===== config.mk =====
export PLATFORM = sky130hd
export DESIGN_NAME = regfile_mp_flat
export DESIGN_NICKNAME = d
export VERILOG_FILES = /design/src/rtl/regfile_mp_pkg.sv /design/src/rtl/regfile_mp_if.sv /design/src/rtl/regfile_mp.sv /design/src/flat_wrapper.sv
export SDC_FILE = /design/constraint.sdc
export NUM_CORES = 2
export LEC_CHECK = 0
export ABC_AREA = 1
export BUFFER_PORTS_ARGS = -buffer_cell sky130_fd_sc_hd__buf_2
export CELL_PAD_IN_SITES_DETAIL_PLACEMENT = 1
export CELL_PAD_IN_SITES_GLOBAL_PLACEMENT = 1
export CORE_MARGIN = 8
export CORE_UTILIZATION = 30
export CTS_CLUSTER_DIAMETER = 60
export DETAILED_ROUTE_END_ITERATION = 12
export PLACE_DENSITY = 0.62
export SYNTH_ARGS = -nofsm -noshare
export SYNTH_HDL_FRONTEND = slang
export SYNTH_SLANG_ARGS = --single-unit

===== constraint.sdc =====
create_clock -name clk -period 5.7 [get_ports clk]
set_input_delay 0.57 -clock clk [delete_from_list [all_inputs] [get_ports clk]]
set_output_delay 0.57 -clock clk [all_outputs]
set_load 0.02 [all_outputs]

===== src/rtl/regfile_mp_pkg.sv =====
// regfile_mp_pkg
//   Shared types for the multi-port register file. Only the sequencer state
//   lives here; address/data widths depend on per-instance parameters and are
//   therefore declared inside each module.
package regfile_mp_pkg;

  typedef enum logic {
    SWEEP = 1'b0,
    READY = 1'b1
  } state_e;

endpackage


===== src/rtl/regfile_mp_if.sv =====
// regfile_mp_if
//   Bus bundle for regfile_mp: clear/ready handshake, N read ports and two
//   write ports.
//   master : drives clear, raddr, we0/we1, waddr0/waddr1, wdata0/wdata1;
//            receives ready, rdata
//   slave  : the register file side (mirror of master)
//   raddr port p sits at [p*AW +: AW], rdata port p at
//   [p*DATA_WIDTH +: DATA_WIDTH].
interface regfile_mp_if #(
  parameter int DATA_WIDTH = 32,
  parameter int NUM_REGS   = 32,
  parameter int NUM_READ   = 2
);
  localparam int AW = $clog2(NUM_REGS);

  logic                           clear;
  logic                           ready;
  logic [NUM_READ*AW-1:0]         raddr;
  logic [NUM_READ*DATA_WIDTH-1:0] rdata;
  logic                           we0;
  logic                           we1;
  logic [AW-1:0]                  waddr0;
  logic [AW-1:0]                  waddr1;
  logic [DATA_WIDTH-1:0]          wdata0;
  logic [DATA_WIDTH-1:0]          wdata1;

  modport master (
    output clear, raddr, we0, we1, waddr0, waddr1, wdata0, wdata1,
    input  ready, rdata
  );

  modport slave (
    input  clear, raddr, we0, we1, waddr0, waddr1, wdata0, wdata1,
    output ready, rdata
  );

endinterface


===== src/rtl/regfile_mp.sv =====
// regfile_mp
//   Parametrised register file: NUM_READ registered read ports with
//   write-first bypass, two write ports (port 1 wins on collision), optional
//   hard-wired zero register, and a sweep sequencer that zeroes the array
//   after reset or on a clear request.
//   Ports:
//     clk    : system clock, rising edge
//     rst_n  : asynchronous active-low reset (forces SWEEP, index 0, rdata 0)
//     bus    : regfile_mp_if.slave (clear, ready, raddr, rdata, write ports)
//
// state | meaning
// SWEEP | zeroing reg[index] each clock; reads return 0, writes/clear ignored
// READY | array valid; reads and writes honoured, clear restarts the sweep
module regfile_mp
  import regfile_mp_pkg::*;
#(
  parameter int DATA_WIDTH = 32,
  parameter int NUM_REGS   = 32,
  parameter int NUM_READ   = 2,
  parameter bit ZERO_REG   = 1'b1
) (
  input  logic         clk,
  input  logic         rst_n,
  regfile_mp_if.slave  bus
);

  localparam int AW = $clog2(NUM_REGS);

  state_e                state_q, state_d;
  logic [AW-1:0]         idx_q, idx_d;
  logic                  wr_open;
  logic                  acc0, acc1;
  logic [DATA_WIDTH-1:0] mem [NUM_REGS];

  always_ff @(posedge clk or negedge rst_n) begin
    if (!rst_n) begin
      state_q <= SWEEP;
      idx_q   <= '0;
    end else begin
      state_q <= state_d;
      idx_q   <= idx_d;
    end
  end

  always_comb begin
    state_d = state_q;
    idx_d   = idx_q;
    wr_open = 1'b0;
    unique case (state_q)
      SWEEP: begin
        idx_d = idx_q + AW'(1);
        if (idx_q == AW'(NUM_REGS - 1)) begin
          state_d = READY;
          idx_d   = '0;
        end
      end
      READY: begin
        if (bus.clear) begin
          state_d = SWEEP;
          idx_d   = '0;
        end else begin
          wr_open = 1'b1;
        end
      end
      default: begin
        state_d = SWEEP;
        idx_d   = '0;
      end
    endcase
  end

  assign bus.ready = (state_q == READY);

  // Accepted writes; register 0 is read-only when hard-wired to zero.
  assign acc0 = wr_open && bus.we0 && !(ZERO_REG && (bus.waddr0 == '0));
  assign acc1 = wr_open && bus.we1 && !(ZERO_REG && (bus.waddr1 == '0));

  // No reset on the array: the sweep provides the zeroing. Port 1 is written
  // last so it wins an address collision.
  always_ff @(posedge clk) begin
    if (state_q == SWEEP) begin
      mem[idx_q] <= '0;
    end else begin
      if (acc0) mem[bus.waddr0] <= bus.wdata0;
      if (acc1) mem[bus.waddr1] <= bus.wdata1;
    end
  end

  for (genvar p = 0; p < NUM_READ; p++) begin : g_rd
    logic [AW-1:0]         ra;
    logic [DATA_WIDTH-1:0] rd_q;

    assign ra = bus.raddr[p*AW +: AW];

    // Zeroed while sweeping and on the clear edge, so no stale or
    // not-yet-swept word leaks out before ready.
    always_ff @(posedge clk or negedge rst_n) begin
      if (!rst_n) begin
        rd_q <= '0;
      end else if (state_q != READY || bus.clear) begin
        rd_q <= '0;
      end else if (ZERO_REG && (ra == '0)) begin
        rd_q <= '0;
      end else if (acc1 && (bus.waddr1 == ra)) begin
        rd_q <= bus.wdata1;
      end else if (acc0 && (bus.waddr0 == ra)) begin
        rd_q <= bus.wdata0;
      end else begin
        rd_q <= mem[ra];
      end
    end

    assign bus.rdata[p*DATA_WIDTH +: DATA_WIDTH] = rd_q;
  end

endmodule


===== src/flat_wrapper.sv =====
// flat-port wrapper written by rule: the top's interface ports become plain ports
module regfile_mp_flat import regfile_mp_pkg::*;
#(
  parameter int DATA_WIDTH = 32,
  parameter int NUM_REGS   = 32,
  parameter int NUM_READ   = 2,
  parameter bit ZERO_REG   = 1'b1
)
  (clk, rst_n, bus_clear, bus_raddr, bus_we0, bus_we1, bus_waddr0, bus_waddr1, bus_wdata0, bus_wdata1, bus_ready, bus_rdata);
  regfile_mp_if #(.DATA_WIDTH(DATA_WIDTH), .NUM_REGS(NUM_REGS), .NUM_READ(NUM_READ)) bus_i ();
  input  logic clk;
  input  logic rst_n;
  input wire logic [$bits(bus_i.clear)-1:0] bus_clear;
  input wire logic [$bits(bus_i.raddr)-1:0] bus_raddr;
  input wire logic [$bits(bus_i.we0)-1:0] bus_we0;
  input wire logic [$bits(bus_i.we1)-1:0] bus_we1;
  input wire logic [$bits(bus_i.waddr0)-1:0] bus_waddr0;
  input wire logic [$bits(bus_i.waddr1)-1:0] bus_waddr1;
  input wire logic [$bits(bus_i.wdata0)-1:0] bus_wdata0;
  input wire logic [$bits(bus_i.wdata1)-1:0] bus_wdata1;
  output wire logic [$bits(bus_i.ready)-1:0] bus_ready;
  output wire logic [$bits(bus_i.rdata)-1:0] bus_rdata;
  assign bus_i.clear = bus_clear;
  assign bus_i.raddr = bus_raddr;
  assign bus_i.we0 = bus_we0;
  assign bus_i.we1 = bus_we1;
  assign bus_i.waddr0 = bus_waddr0;
  assign bus_i.waddr1 = bus_waddr1;
  assign bus_i.wdata0 = bus_wdata0;
  assign bus_i.wdata1 = bus_wdata1;
  assign bus_ready = bus_i.ready;
  assign bus_rdata = bus_i.rdata;
  regfile_mp #(.DATA_WIDTH(DATA_WIDTH), .NUM_REGS(NUM_REGS), .NUM_READ(NUM_READ), .ZERO_REG(ZERO_REG)) u_core (.clk(clk), .rst_n(rst_n), .bus(bus_i));
endmodule

* Word-level counts from Yosys, hierarchy flattened *
Memory sizes are Yosys's and may differ from the RTL's.
Index checks and enable logic that the tools add are counted.

storage, ports and cells
  bits of input ports = 89
  logic and storage cells = 54
  RAM bits = 1024
  register bits = 70
  memories = 1
  output and inout port bits = 65

memory list
  name        depth  width  read ports  clocked after memory_dff  write ports  line              source
  u_core.mem  32     32     2           0                         2            regfile_mp.sv:33  logic [DATA_WIDTH-1:0] mem [NUM_REGS];

operators by class
  $add $sub $neg = 1
  mux-type cells = 25
  eq/ne operators = 6
  reduce and logical (&&, ||, !) cells = 16
  bitwise operators = 1

operator list
  cell                                                           count
  32-bit 2-to-1 mux                                              9
  32-bit OR reduction                                            1
  5-bit == test                                                  4
  5-bit zero test                                                4
  5-bit 2-to-1 mux                                               3
  1-bit 2-to-1 mux                                               11
  5-bit one-hot mux with 2 select lines                          1
  1-bit logical AND                                              8
  5-bit by 1-bit adder with 5-bit output, second input constant  1
  5-bit == test, second input constant                           1
  1-bit zero test                                                2
  2-bit inequality test, second input constant                   1
  1-bit one-hot mux with 2 select lines                          1
  1-bit logical OR                                               1
  1-bit inverter                                                 1

* Depth between registers and ports, before layout *
  word-level depth = 9
  gate-level depth with buffers = 12
  depth with buffers taken out = 10

* Least setup slack after synthesis *
No wires, ideal clock.

  kind = input -> register
  start = input bus_clear
  end = memory u_core.mem[21][0] (enable)
  stages = 8
  library setup time = 0.466 ns
  data arrival time = 3.918 ns
  path slack = 1.317 ns
  data required time = 5.234 ns
  buffers on the path = 2
  cells stage by stage = or2_1 -> buf_6 -> nor2_2 -> nand2_2 -> buf_6 -> o21ai_2 -> nand3_2 -> o21ai_0

RTL lines
  item             line                source
  start, declared  flat_wrapper.sv:13  input wire logic [$bits(bus_i.clear)-1:0] bus_clear;
  end, declared    regfile_mp.sv:33

==> summary.txt <==
Clock network
  – Number of CTS-inserted buffers: 143
  – Post-CTS Resized: 0
  – CTS Root Cell: clkbuf_16
  – H-Tree Level Count: 4
  – CTS tree: done
  – Clk buf depth: 3
  – Post-CTS Setup Repair Bufs: 0
  – Hold Buf Count CTS: 2
  – Num Clock Sinks: 1,094
  – Clock-pin slew on the worst setup and hold paths: 60 ps
  – Worst-Skew Late Latency: 810 ps

Synthesis
  – Post-Syn Area: 70,240 um^2
  – Netlist cell types: 37
  – Syn Nets: 9,644
  – Yosys Warn Count: 0
  – Yosys reg bits: 1,094
  – Synth area leaders: edfxtp_1 44%, nand2_1 17%, nand3_1 14%, inv_1 5.9%, o21ai_0 4.6%
  – Post-Syn Instances: 9,553
  – Synth top area share: 43.78%
  – Mapped Avg Cell Area: 7.353 um^2
  – Register area share after synthesis: 46.27%
  – Biggest area consumer among synthesized cells: edfxtp_1

STA
  – Achievable Freq: 232.9 MHz
  – Final period utilization: 75.32%
  – Final setup violation count: 0
  – Setup_tns: 0 ps
  – Final Slew Violations: 0
  – Final setup margin: 1407 ps
  – RSZ-0062 raised after global routing: no
  – Slew HR: 8.339%
  – Minimum clock period: 4293 ps
  – Worst Skew: 18.90 ps
  – Slew @ Worst Pin: 1370 ps
  – Endpoints failing hold: 0

GRT
  – Global route overflow: 0
  – Vias in the first global route: 71,100
  – Initial antenna violation count: 8
  – GR met2 Demand/Resource: 45.81%
  – GR Layer Usage met3: 4.685%
  – First-pass GRT wire length: 505,800 um
  – Met1 Use GR: 32.70%
  – Pin count of the biggest net entering global routing: 188
  – GRT Resource Usage Total: 27.40%
  – Layer with the highest usage: met2

Critical path
  – Required @ worst endpoint: 6190 ps
  – FF-to-FF setup slack: 1410 ps
  – Arr. time, crit path: 4780 ps
  – Worst Reg-to-Reg Cells: 7
  – Top fanout value on the critical path: 50
  – Startpoint Class: flip-flop
  – Nature of the critical path endpoint: flip-flop
  – Crit path kind: flip-flop to flip-flop
  – Worst r2r dst: u_core.mem[22][21]
  – R2R Path Start: u_core.bus.ready

Pwr
  – Pwr/cell area: 304.5 nW/um^2
  – Pwr Total: 23.59 mW
  – Peak supply drop: 264.4 uV
  – Static leakage: 32.41 nW

Floorplanning
  – Die span in x: 499.9 um
  – IO Count: 154
  – # rows: 177
  – Starting Density: 30.18%
  – Total Die Area: 249,900 um^2
  – Core ar.: 232,800 um^2
  – Die height: 499.9 um

Cells and area
  – Synth-to-layout area growth: 10.31%
  – Design area: 77,480 um^2
  – NumNets Final: 9,226
  – Filler Cell Count: 28,189
  – Post-Layout Cell Count: 12,387
  – Layout cells sized above 1: 8.334%

Placement
  – Port bufs: 153
  – Inst Count DP: 12,120
  – Placed Area: 72,930 um^2
  – Setup WS pre-CTS: 1281 ps
  – Routability cong.: 0.8785
  – Dpl hpwl: 204,300 um

Outcome
  – Status: completed

Route
  – DR DRC count: 0
  – WL final: 356,600 um
  – Initial DRC count: 6,388
  – Wirelength per Cell: 28.78 um
  – Vias post-DR: 69,722
  – Antenna violation net count after detailed routing: 0
  – Vias per cell: 5.629
  – DR pass1 iterations: 6

Run
  – Max-cap violations: 0

Min path
  – HP Class: primary input to flip-flop
  – Hold Path End: u_core.mem[4][0]
  – Hold Path Depth: 3
  – Worst Hold Launch: bus_wdata1[0]
-- cell families after synthesis --
group	count (synthesis)	synth area share, %
and+or+nand+nor	5175	31.60
xor gates and xnor gates	17	0.2120
buffers and inverters	2035	12.38
DFF	1094	46.27
adders and majority gates	2	0.03562
AOI/OAI and AO/OA	1230	9.500
-- how the worst max path moves through the flow --
stage | start | to | slack, ps
detailed placement | bus_clear | u_core.mem[22][6] | 1280
floorplan | bus_clear | u_core.mem[21][0] | 1320
global route | u_core.bus.ready | u_core.mem[22][1] | 1410
finish | u_core.bus.ready | u_core.mem[22][21] | 1410
CTS | u_core.bus.ready | u_core.mem[22][1] | 1500
global placement | bus_clear | u_core.mem[22][6] | 1390
-- worst max-delay path, stage by stage, from the launching register on --
cell     delay, ps
dfrtp_1        440
inv_2           70
or2_1          410
nor3_4         450
buf_4          400
nand3_4        900
o21ai_4        920
buf_12         330
-- synthesized netlist by cell type (all sizes together) --
cell     number
or2          31
xnor2        12
clkinv        3
nand2      3104
nor3          6
nor2         22
xor2          5
buf         397
dfrtp        70
clkbuf      494
inv        1141
nand3      2006
o211ai       64
o2bb2ai       1
ha            2
nand4         5
o21ai      1097
edfxtp     1024
a21oi        68
and3          1
-- cells in the final DEF (no fill, tap or decap), types with 4 or more instances in the layout --
| cell | instances |
|---|---|
| nand2_1 | 3084 |
| nand3_1 | 1987 |
| inv_1 | 1099 |
| edfxtp_1 | 1024 |
| o21ai_0 | 636 |
| o21ai_1 | 336 |
| clkbuf_16 | 152 |
| buf_4 | 145 |
| buf_2 | 144 |
| o21ai_2 | 94 |
| dfrtp_1 | 70 |
| a21oi_1 | 68 |
| o211ai_1 | 64 |
| clkbuf_1 | 42 |
| inv_2 | 35 |
| o21ai_4 | 31 |
| buf_12 | 31 |
| or2_2 | 30 |
| clkinv_1 | 26 |
| clkinv_2 | 16 |
| nand2_4 | 16 |
| nand3_4 | 15 |
| nor2_1 | 14 |
| xnor2_1 | 12 |
| clkinvlp_4 | 7 |
| inv_6 | 6 |
| bufinv_16 | 6 |
| clkbuf_8 | 6 |
| nor2_4 | 5 |
| xor2_1 | 5 |
| diode_2 | 4 |
| nand2_2 | 4 |
| inv_8 | 4 |
| nand4_1 | 4 |
| nand3_2 | 4 |
| buf_8 | 4 |
-- sequential cells by signal, indices dropped and copies added (netlist names) --
register and flops:
u_core.idx_q 5, u_core.mem 1024, u_core.bus.ready 1, u_core.g_rd.rd_q 64
-- cell type report --
type                    count  area (um^2)  area share [%]
inverters                1144         4340           5.602
diodes                      4        10.01         0.01292
clock inverters            61        479.2          0.6185
clock buffers             200         4044           5.219
well taps                3132         3919           5.057
flip-flops and latches   1094        32500           41.95
repair buffers            328         2532           3.268
multi-input cells        6424        29660           38.28
-- report_power, final --
group          internal (mW)  switching [mW]  total, mW
logic                   1.03            3.67       4.70
clock network           5.21            3.79       9.01
registers               9.66           0.232       9.89
-- through the flow --
step	hold slack (ps)	utilization [%]
2_1_floorplan	274.4	-
3_3_place_gp	547.9	31.33
3_5_place_dp	560.0	31.33
4_1_cts	61.12	33.29
5_1_grt	123.8	33.29
6_report	110.7	33.29
-- per-layer routing --
metal  up-vias  wire, um
met2      3200    164800
met3      1075     26950
met4         4     27050
li1      30416         -
met1     35027    137800
met5         -        27
Power figures use the tool's default switching activity.
